<file path="src/rtl/clock_divider.sv">
// Free-running binary clock divider with a selectable tap, tap rising-edge
// detector and a programmable terminal-count divider producing a tick and a 50% clock.
module clock_divider #(
    parameter int               WIDTH    = 32,
    parameter logic [WIDTH-1:0] DIV_INIT = '0
) (
    input  logic             clk,
    input  logic             rst_n,
    input  logic             en,
    input  logic             clr,
    input  logic             div_load,
    input  logic [WIDTH-1:0] div_val,
    input  logic [4:0]       tap_sel,
    output logic [WIDTH-1:0] clk_div,
    output logic             tap_out,
    output logic             tap_rise,
    output logic             div_tick,
    output logic             div_clk
);

    logic [WIDTH-1:0] div_reg;
    logic [WIDTH-1:0] div_cnt;
    logic             div_term;
    logic             tap_prev;
    logic [4:0]       sel_prev;

    always_ff @(posedge clk or negedge rst_n) begin
        if (!rst_n) begin
            clk_div <= '0;
        end else if (clr) begin
            clk_div <= '0;
        end else if (en) begin
            clk_div <= clk_div + WIDTH'(1);
        end
    end

    assign div_term = (div_cnt == div_reg);

    // A load restarts the divide phase but leaves div_clk where it was.
    always_ff @(posedge clk or negedge rst_n) begin
        if (!rst_n) begin
            div_reg  <= DIV_INIT;
            div_cnt  <= '0;
            div_tick <= 1'b0;
            div_clk  <= 1'b0;
        end else begin
            if (div_load) begin
                div_reg <= div_val;
            end
            if (clr) begin
                div_cnt  <= '0;
                div_tick <= 1'b0;
                div_clk  <= 1'b0;
            end else if (div_load) begin
                div_cnt  <= '0;
                div_tick <= 1'b0;
            end else if (en) begin
                if (div_term) begin
                    div_cnt  <= '0;
                    div_tick <= 1'b1;
                    div_clk  <= ~div_clk;
                end else begin
                    div_cnt  <= div_cnt + WIDTH'(1);
                    div_tick <= 1'b0;
                end
            end else begin
                div_tick <= 1'b0;
            end
        end
    end

    // Selects out of range of the counter read as a constant 0.
    always_comb begin
        tap_out = 1'b0;
        for (int i = 0; i < WIDTH; i++) begin
            if (int'(tap_sel) == i) begin
                tap_out = clk_div[i];
            end
        end
    end

    always_ff @(posedge clk or negedge rst_n) begin
        if (!rst_n) begin
            tap_prev <= 1'b0;
            sel_prev <= '0;
        end else begin
            tap_prev <= tap_out;
            sel_prev <= tap_sel;
        end
    end

    assign tap_rise = tap_out & ~tap_prev & (sel_prev == tap_sel);

endmodule

</file>
<file path="config.mk">
export PLATFORM = sky130hd
export DESIGN_NAME = clock_divider
export DESIGN_NICKNAME = d
export VERILOG_FILES = /design/src/rtl/clock_divider.sv
export SDC_FILE = /design/constraint.sdc
export NUM_CORES = 1
export LEC_CHECK = 0
export ABC_AREA = 1
export CAP_MARGIN = 20
export CORE_ASPECT_RATIO = 1.4
export CORE_MARGIN = 3
export CORE_UTILIZATION = 25
export CTS_CLUSTER_DIAMETER = 50
export DETAILED_ROUTE_END_ITERATION = 10
export SYNTH_ARGS = -nofsm -noshare
export SYNTH_HDL_FRONTEND = slang
export SYNTH_SLANG_ARGS = --single-unit
</file>
<file path="constraint.sdc">
create_clock -name clk -period 3.8 [get_ports clk]
set_input_delay 0.76 -clock clk [delete_from_list [all_inputs] [get_ports clk]]
set_output_delay 0.76 -clock clk [all_outputs]
set_load 0.1 [all_outputs]
</file>
==> results of run 1 <==
-- cell usage after synthesis (2+ instances only) --
master / count / area (um^2)
nand2_1: 178 / 668
inv_1: 115 / 432
dfrtp_1: 104 / 2600
nor2_1: 61 / 229
o21ai_0: 45 / 225
nand4_1: 34 / 213
a21oi_1: 32 / 160
nor3_1: 32 / 160
nand3_1: 27 / 135
nor2_2: 13 / 81.3
nor4_1: 13 / 81.3
clkbuf_1: 12 / 45.0
xor2_1: 10 / 87.6
inv_2: 9 / 33.8
a211oi_1: 7 / 52.6
nand2_2: 7 / 43.8
o22ai_1: 7 / 43.8
a31oi_1: 5 / 31.3
buf_1: 4 / 15.0
a221oi_1: 3 / 26.3
nand3_2: 3 / 30.0
nor2_4: 3 / 33.8
o2111ai_1: 3 / 26.3
o21ai_1: 3 / 15.0
or3_1: 3 / 18.8
xnor2_1: 3 / 26.3
a2111oi_0: 2 / 17.5
ha_1: 2 / 25.0
mux2_2: 2 / 22.5
nand3b_1: 2 / 15.0
nand4_4: 2 / 42.5
nor3b_1: 2 / 15.0
o32ai_1: 2 / 17.5
-- worst min-delay path by stage --
| stage | startpoint | end | slack, ps |
|---|---|---|---|
| finish | rst_n | clk_div[9] | 310 |
| global placement | div_clk | div_clk | 460 |
| floorplan | rst_n | clk_div[0] | 460 |
| detailed placement | div_clk | div_clk | 490 |
| CTS | rst_n | clk_div[9] | 310 |
| global route | rst_n | clk_div[9] | 320 |
-- through the flow --
stage,worst slack [ps],power (W),hold slack [ps],instances
floorplan,-23.9,0.00135,464,761
global placement,-395,0.00152,464,1175
detailed placement,-413,0.00152,488,1175
CTS,1.64,0.00254,312,1191
global route,-122,0.00262,322,1193
finish,137,0.00251,314,1193
-- layout make-up --
class / instances / area, um^2
sequential: 104 / 2610
timing repair buffer: 132 / 1220
clock buffer: 10 / 229
fill: 2450 / 14900
multi-input combinational: 515 / 2720
tap: 301 / 377
clock inverter: 6 / 83.8
inverter: 125 / 483
-- layer usage --
metal  vias to the layer above  share of wire [%]
li1                       2763                  -
met1                      2587                 41
met2                       119                 53
met3                        30                3.3
met4                         0                2.8
met5                         -                  0
-- logic make-up (layout without fill, tap and decap cells) --
family	count (synthesis)	after routing	synth area share, %
flops	104	104	45.0
buf+inv	142	273	9.29
mux	2	2	0.390
xor+xnor	13	13	1.97
fa+ha+maj	2	2	0.433
compound gates	114	114	11.4
simple gates	384	384	31.5
-- where the power goes --
group	internal [W]	leakage (nW)	total (W)	switching, W
sequential	0.00115	1.37	0.00118	0.0000282
clock	0.000577	0.157	0.00100	0.000424
combinational	0.000131	1.70	0.000327	0.000196
-- repair_timing --
| item | CTS | global route |
|---|---|---|
| pin swaps | 9 | 18 |
| setup endpoints to repair | 2 | 5 |
| setup buffers | 0 | 2 |
| gates resized for setup | 26 | 31 |
-- critical path: cells and delay by family --
family / cells / cell delay [ps]
simple gates: 21 / 1390
buf+inv: 7 / 760
==> metrics.md, run 1 <==
| Metric | Value |
|---|---|
| Data required time of the worst path | 3040 ps |
| R2R Setup Slk | 580 ps |
| Final period util | 96.4% |
| Starting Density | 25.6% |
| Via-to-Cell Ratio | 4.61 |
| RePlAce Congestion | 0.930 |
| Fmax | 273 MHz |
| Yosys cell types | 44 |
| Clock Tree Buf Depth | 2 |
| Chip height | 186 um |
| Starting DRT DRC Count | 285 |
| Synthesized area | 5780 um^2 |
| Final Util | 34.1% |
| Seq cells post-synth | 104 |
| Die X | 134 um |
| Met1 usage | 15.9% |
| CP startpoint kind | primary input |
| Post-route setup TNS | 0 ps |
| Avg Inst Size Synth | 7.59 um^2 |
| Clock latency on the worst-skew pair | 350 ps |
| Slew Viols, Final | 0 |
| R2R cell count | 26 |
| Synth warn | 0 |
| CP endpoint | tap_out |
| Final Critical Period | 3660 ps |
| Async S/R FF share, synth | 100% |
| VDD IR max | 0.000228 V |
| Detail Placement HPWL | 13400 um |
| Gr usage total | 14.0% |
| Worst slew margin | 31.8% |
| Syn nets | 805 |
| Antenna-violating nets left | 0 |
| Final #Nets | 931 |
| Setup Skew | 13.0 ps |
| Syn Inst Count | 761 |
| Area of all placed cells without fillers | 7720 um^2 |
| First-pass GRT wire length | 27900 um |
| Worst EP arrival | 2900 ps |
| Max-cap violations | 0 |
| Ant diodes | 0 |
| Final hold violation count | 0 |
| Final setup viols | 0 |
| Routed WL | 17300 um |
| Initial antenna violation count | 0 |
| Crit path largest cell delay | 170 ps |
| IO Port Bufs | 77 |
| Pwr/cell area | 325 nW/um^2 |
| Vias | 5499 |
| RSZ-0062 raised after global routing | yes |
| Std cell rows | 65 |
| CTS tree | built |
| Ys flop type | dfrtp_1 |
| Cts hold-fix bufs | 0 |
| Status | complete, no violations |
| CP max FO | 4 |
| GRT met3 Usage | 1.97% |
| WS Path Type | in2out |
| Core Area | 22600 um^2 |
| Remaining DRCs | 0 |
| Drt first pass iters | 4 |
| GR peak layer | met2 |
| Layout Area Growth over Synthesis | 33.6% |
| Total leakage power | 3.23 nW |
| Worst Hold Class | in2async |
| Post-synth EDFFs | 0 |
| Most used cell, CP | nand2_1 |
| TritonCTS Buffers | 9 |
| Placed inst area | 7300 um^2 |
| CP Capture Type | output pin |
| Total gr overflow | 0 |
| DIE AREA | 25000 um^2 |
| Worst-Margin Slew | 1020 ps |
| Start point of the critical path | tap_sel[2] |
| Drt wl/cell | 14.5 um |
| Most frequent cells in the layout | nand2_1, inv_1, dfrtp_1 |
| R2R Path Start | clk_div[0] |
| Most common cell after layout, fill and taps aside | nand2_1 |
| # clock sinks | 104 |
| Clk pin slew, worst setup/hold paths | 70 ps |
| Largest net degree at the start of global routing | 82 |
| Reg2reg end | clk_div[30] |
| H-tree levels | 3 |
| Total I/O pin count | 78 |
| Fraction of layout cells with a size suffix above 1 | 16.4% |
| Clock root buffer | clkbuf_16 |
| Slowest-stage cell, CP | buf_12 |
| Sequential area share after synthesis | 45.0% |
| Vias in the first global route | 5482 |
| Routing usage on met2 | 26.4% |
No activity file was read; power rests on OpenSTA's default activity.
==> run 2: changes to the inputs <==
--- a/config.mk
+++ b/config.mk
@@ -12,6 +12,7 @@
 export CORE_UTILIZATION = 25
 export CTS_CLUSTER_DIAMETER = 50
 export DETAILED_ROUTE_END_ITERATION = 10
+export MAX_ROUTING_LAYER = met4
 export SYNTH_ARGS = -nofsm -noshare
 export SYNTH_HDL_FRONTEND = slang
 export SYNTH_SLANG_ARGS = --single-unit
==> run 2 against run 1 <==
Clock skew decreased by 1.2 ps. Worst hold slack improved by 130 ps. Sequential power about the same. First-iteration DRC count increased by 0.35%. Critical path depth unchanged. Fmax decreased by 0.69%. Setup slack got worse by 26 ps. Wire length about the same. Clock power increased by 8%. Clock-buffer cell count increased by 1. Final cell count decreased by 0.17%. Highest routed layer unchanged.
==> metrics.md, run 2 (synthesis results as in run 1) <==
| Metric | Value |
|---|---|
| Detail Placement HPWL | 13500 um |
| Starting Density | 25.6% |
| Total leakage power | 3.22 nW |
| CP startpoint kind | primary input |
| Final period util | 97.1% |
| DIE AREA | 25000 um^2 |
| Filler instances | 2475 |
| WS Path Type | in2out |
| Worst EP arrival | 2930 ps |
| Fmax | 271 MHz |
| Total gr overflow | 0 |
| Fraction of layout cells with a size suffix above 1 | 15.8% |
| R2R Setup Slk | 600 ps |
| Total I/O pin count | 78 |
| Starting DRT DRC Count | 286 |
| RSZ-0062 raised after global routing | yes |
| Chip height | 186 um |
| Final Critical Period | 3690 ps |
| Final setup viols | 0 |
| Core Area | 22600 um^2 |
| Via-to-Cell Ratio | 4.64 |
| Initial antenna violation count | 0 |
| Antenna-violating nets left | 0 |
| Routed WL | 17300 um |
| Clk pin slew, worst setup/hold paths | 70 ps |
| TritonCTS Buffers | 9 |
| Clock root buffer | clkbuf_16 |
| CTS tree | built |
| Start point of the critical path | tap_sel[0] |
| CP Capture Type | output pin |
| Std cell rows | 65 |
| Final #Nets | 929 |
| Max-cap violations | 0 |
| Worst-Margin Slew | 1030 ps |
| Data required time of the worst path | 3040 ps |
| R2R Path Start | clk_div[0] |
| Vias in the first global route | 5459 |
| VDD IR max | 0.000211 V |
| R2R cell count | 26 |
| Clock latency on the worst-skew pair | 350 ps |
| Most frequent cells in the layout | nand2_1, inv_1, dfrtp_1 |
| Most common cell after layout, fill and taps aside | nand2_1 |
| Worst Hold Class | in2async |
| Area of all placed cells without fillers | 7720 um^2 |
| Drt first pass iters | 4 |
| Clock Tree Buf Depth | 2 |
| H-tree levels | 3 |
| Reg2reg end | clk_div[30] |
| Slew Viols, Final | 0 |
| Layout Area Growth over Synthesis | 33.5% |
| Largest net degree at the start of global routing | 65 |
| Final Power | 0.00258 W |
| Vias | 5523 |
| Drt wl/cell | 14.5 um |
| Placed inst area | 7310 um^2 |
| Pwr/cell area | 335 nW/um^2 |
| Ant diodes | 0 |
| Gr usage total | 14.7% |
| Die X | 134 um |
| Worst slew margin | 31.4% |
| First-pass GRT wire length | 28300 um |
| # clock sinks | 104 |
| FF/Latch Area | 2610 um^2 |
| Remaining DRCs | 0 |
| IO Port Bufs | 77 |
| CP max FO | 6 |
| Setup Skew | 11.7 ps |
| Final hold violation count | 0 |
| Area of the multi-input gates | 2710 um^2 |
| Status | complete, no violations |
| RePlAce Congestion | 0.934 |
run 2: critical path: stages:
cell and delay, ps:
clkbuf_4 170, inv_2 90, nor2_4 40, nand3_1 60
nand2_1 50, nor2_1 90, nand2_1 60, nand2_1 60
nand4_1 70, nand2_1 80, nand3_2 80, nand2_2 60
nand2_1 40, nand2_1 60, nand3_1 70, nand2_1 70
nand3_1 70, nand2_1 70, nand3_1 60, nand2_1 70
nand2_1 40, nand2_1 60, nand3_1 60, nand2_1 70
nand4_1 90, nand2_2 130, clkinvlp_4 120, buf_12 170
run 2: routing by layer:
layer	vias to the layer above	routed length, um	track usage (%)
met3	19	624	2.49
met5	-	0	-
met2	127	9240	26.7
li1	2770	-	-
met1	2607	7140	16.7
met4	0	306	4.36
run 2: worst max-delay path by stage:
stage / slack (ps) / cells after the start / to
floorplan: -20 / 27 / tap_rise
global placement: -380 / 26 / tap_out
detailed placement: -420 / 26 / tap_out
CTS: 3 / 30 / tap_out
global route: -70 / 27 / tap_out
finish: 110 / 28 / tap_out
run 2: repair_timing:
item / in CTS / in global routing
setup buffers: 0 / 0
pin swaps: 3 / 15
hold buffers: 0 / 0
setup endpoints to repair: 2 / 3
resized for setup: 23 / 26
run 2: final cells by class:
class                   instances  share of cell area, %
repair buffers                130                   15.6
inverters                     125                   6.19
multi-input cells             515                   35.1
clock inverters                 5                   1.35
flip-flops and latches        104                   33.8
clock buffers                  11                   3.15
well taps                     301                   4.88
run 2: stage by stage:
| step | utilization (%) | instances | setup slack, ps | hold slack [ps] | TNS (ps) |
|---|---|---|---|---|---|
| after CTS | 34.0 | 1191 | 3.36 | 460 | 0 |
| after global routing | 34.1 | 1191 | -75.0 | 485 | -75.0 |
| final | 34.1 | 1191 | 111 | 444 | 0 |
| after floorplan | - | 761 | -23.9 | 464 | -23.9 |
| after detailed placement | 32.3 | 1176 | -416 | 474 | -948 |
| after global placement | 32.3 | 1176 | -380 | 463 | -810 |
run 2: power by group:
group / switching [W] / total, W / internal, W
registers: 0.0000269 / 0.00118 / 0.00115
clock network: 0.000421 / 0.00108 / 0.000663
logic: 0.000193 / 0.000321 / 0.000128
total: 0.000641 / 0.00258 / 0.00194
==> run 3: changes to the inputs <==
--- a/config.mk
+++ b/config.mk
@@ -7,12 +7,11 @@
 export LEC_CHECK = 0
 export ABC_AREA = 1
 export CAP_MARGIN = 20
-export CORE_ASPECT_RATIO = 1.4
+export CORE_ASPECT_RATIO = 1.75
 export CORE_MARGIN = 3
 export CORE_UTILIZATION = 25
 export CTS_CLUSTER_DIAMETER = 50
 export DETAILED_ROUTE_END_ITERATION = 10
-export MAX_ROUTING_LAYER = met4
 export SYNTH_ARGS = -nofsm -noshare
 export SYNTH_HDL_FRONTEND = slang
 export SYNTH_SLANG_ARGS = --single-unit
==> run 3 against run 2 <==
Sequential share of layout area shrank 0.14 points. Register-to-register slack worse by 60 ps. Design area rose by 0.42%. Setup slack worse by 35 ps. Core utilization shrank 0.058 points. Fmax shrank 0.95%. Critical endpoint unchanged.
==> metrics.md, run 3 (synthesis results as in run 1) <==
| Metric | Value |
|---|---|
| Status | complete, no violations |
| R2R cell count | 26 |
| RSZ-0062 raised after global routing | yes |
| Reg2reg end | clk_div[30] |
| Die X | 121 um |
| Total I/O pin count | 78 |
| Non-Filler Instances | 1199 |
| Most common cell after layout, fill and taps aside | nand2_1 |
| Clock Tree Buf Depth | 2 |
| R2R Setup Slk | 540 ps |
| Dpl cells | 1179 |
| Worst EP arrival | 2960 ps |
| Final Util | 34.1% |
| Routed WL | 17900 um |
| Final setup viols | 0 |
| IO Port Bufs | 77 |
| Std cell rows | 73 |
| Most frequent cells in the layout | nand2_1, inv_1, dfrtp_1 |
| R2R Path Start | clk_div[1] |
| CP Buf/Inv Count | 6 |
| Drt first pass iters | 7 |
| Max-cap violations | 0 |
| Clock latency on the worst-skew pair | 360 ps |
| Starting Density | 25.4% |
| CP max FO | 3 |
| Antenna-violating nets left | 0 |
| Largest net degree at the start of global routing | 65 |
| H-tree levels | 3 |
| VDD IR max | 0.000179 V |
| Worst Hold Class | in2async |
| DIE AREA | 25000 um^2 |
| Final Power | 0.00249 W |
| Final period util | 98.0% |
| Cts hold-fix bufs | 0 |
| Initial antenna violation count | 0 |
| Detail Placement HPWL | 13900 um |
| # clock sinks | 104 |
| Crit path largest cell delay | 170 ps |
| Layout Area Growth over Synthesis | 34.1% |
| Worst-Margin Slew | 1010 ps |
| Setup Skew | 10.6 ps |
| Core Area | 22700 um^2 |
| Final Critical Period | 3720 ps |
| Final setup margin | 75.6 ps |
| WS Path Type | in2out |
| Total leakage power | 3.25 nW |
| Vias in the first global route | 5540 |
| RePlAce Congestion | 0.941 |
| Vias | 5604 |
| Slew Viols, Final | 0 |
| Chip height | 207 um |
| TritonCTS Buffers | 9 |
| Slowest-stage cell, CP | buf_12 |
| Start point of the critical path | tap_sel[2] |
| Via-to-Cell Ratio | 4.67 |
| Worst slew margin | 32.2% |
| Clock root buffer | clkbuf_16 |
| Ant diodes | 0 |
| Fmax | 269 MHz |
| CP endpoint | tap_out |
| Fraction of layout cells with a size suffix above 1 | 16.8% |
| Place WS | -584 ps |
| Clk pin slew, worst setup/hold paths | 80 ps |
| Cell family with most CP delay | simple AND/OR/NAND/NOR gates |
| Filler instances | 2405 |
| Remaining DRCs | 0 |
| Total gr overflow | 0 |
| CP Capture Type | output pin |
| Gr usage total | 14.4% |
| Data required time of the worst path | 3040 ps |
| Most used cell, CP | nand2_1 |
| Cell count along the critical path | 30 |
| CTS tree | built |
| Drt wl/cell | 14.9 um |
| Final hold violation count | 0 |
| CP startpoint kind | primary input |
| First-pass GRT wire length | 28400 um |
| Pwr/cell area | 322 nW/um^2 |
| Starting DRT DRC Count | 371 |
| Final #Nets | 938 |
run 3: what timing repair did:
action | CTS | global route
resized for setup | 38 | 14
buffers inserted | 2 | 2
endpoints found under the hold margin | 0 | 0
setup endpoints to repair | 2 | 5
pin swaps | 14 | 16
run 3: power by group:
part	internal, W	leakage [nW]	switching, W
sequential	0.00115	1.37	0.0000278
combinational	0.000131	1.73	0.000199
clock	0.000534	0.153	0.000452
run 3: area by class of cell:
cell class                 count  area, um^2  area share [%]
inverter                     125         478            6.17
tap                          300         375            4.84
clock inverter                 6        66.3           0.856
timing repair buffer         139        1270            16.4
multi-input combinational    515        2710            35.0
clock buffer                  10         239            3.08
sequential                   104        2610            33.7
run 3: metal layers:
layer / vias up / part of all wire, % / GRT usage [%]
li1: 2772 / - / -
met1: 2659 / 37 / 15.2
met2: 145 / 56 / 27.9
met3: 28 / 3.5 / 1.64
met4: 0 / 3.2 / 5.95
met5: - / 0 / 0
run 3: worst min-delay path by stage:
stage	from	to	cells past startpoint
3_3_place_gp	div_clk	div_clk	1
2_1_floorplan	rst_n	clk_div[0]	0
4_1_cts	div_clk	div_clk	1
5_1_grt	div_clk	div_clk	1
6_report	rst_n	clk_div[15]	1
3_5_place_dp	div_clk	div_clk	1
run 3: per-stage QoR:
stage,hold WS (ps),instance area (um^2),TNS (ps)
detailed placement,480,7330,-1360
floorplan,464,5800,-23.9
finish,459,7750,0
CTS,490,7690,0
global route,514,7750,-282
global placement,465,7330,-1260
run 3: worst register-to-register path, cell delays in order (launching register included):
cell and delay [ps]:
dfrtp_2 450, ha_1 230, nand3_2 120, nor2_4 120
nand2_2 80, nor3_4 140, nand2_1 80, nor2_2 130
nand2_2 70, nor2_2 130, nand2_2 90, nor2_4 120
nand4_4 140, nor2_4 140, nand2_2 70, nor2_2 110
nand2_1 90, nor2_2 100, nand2_1 90, nor2_2 100
nand2_1 90, nor2_2 120, nand2_1 60, clkinv_1 70
nand2_1 50, o21ai_1 110, nor2_1 50
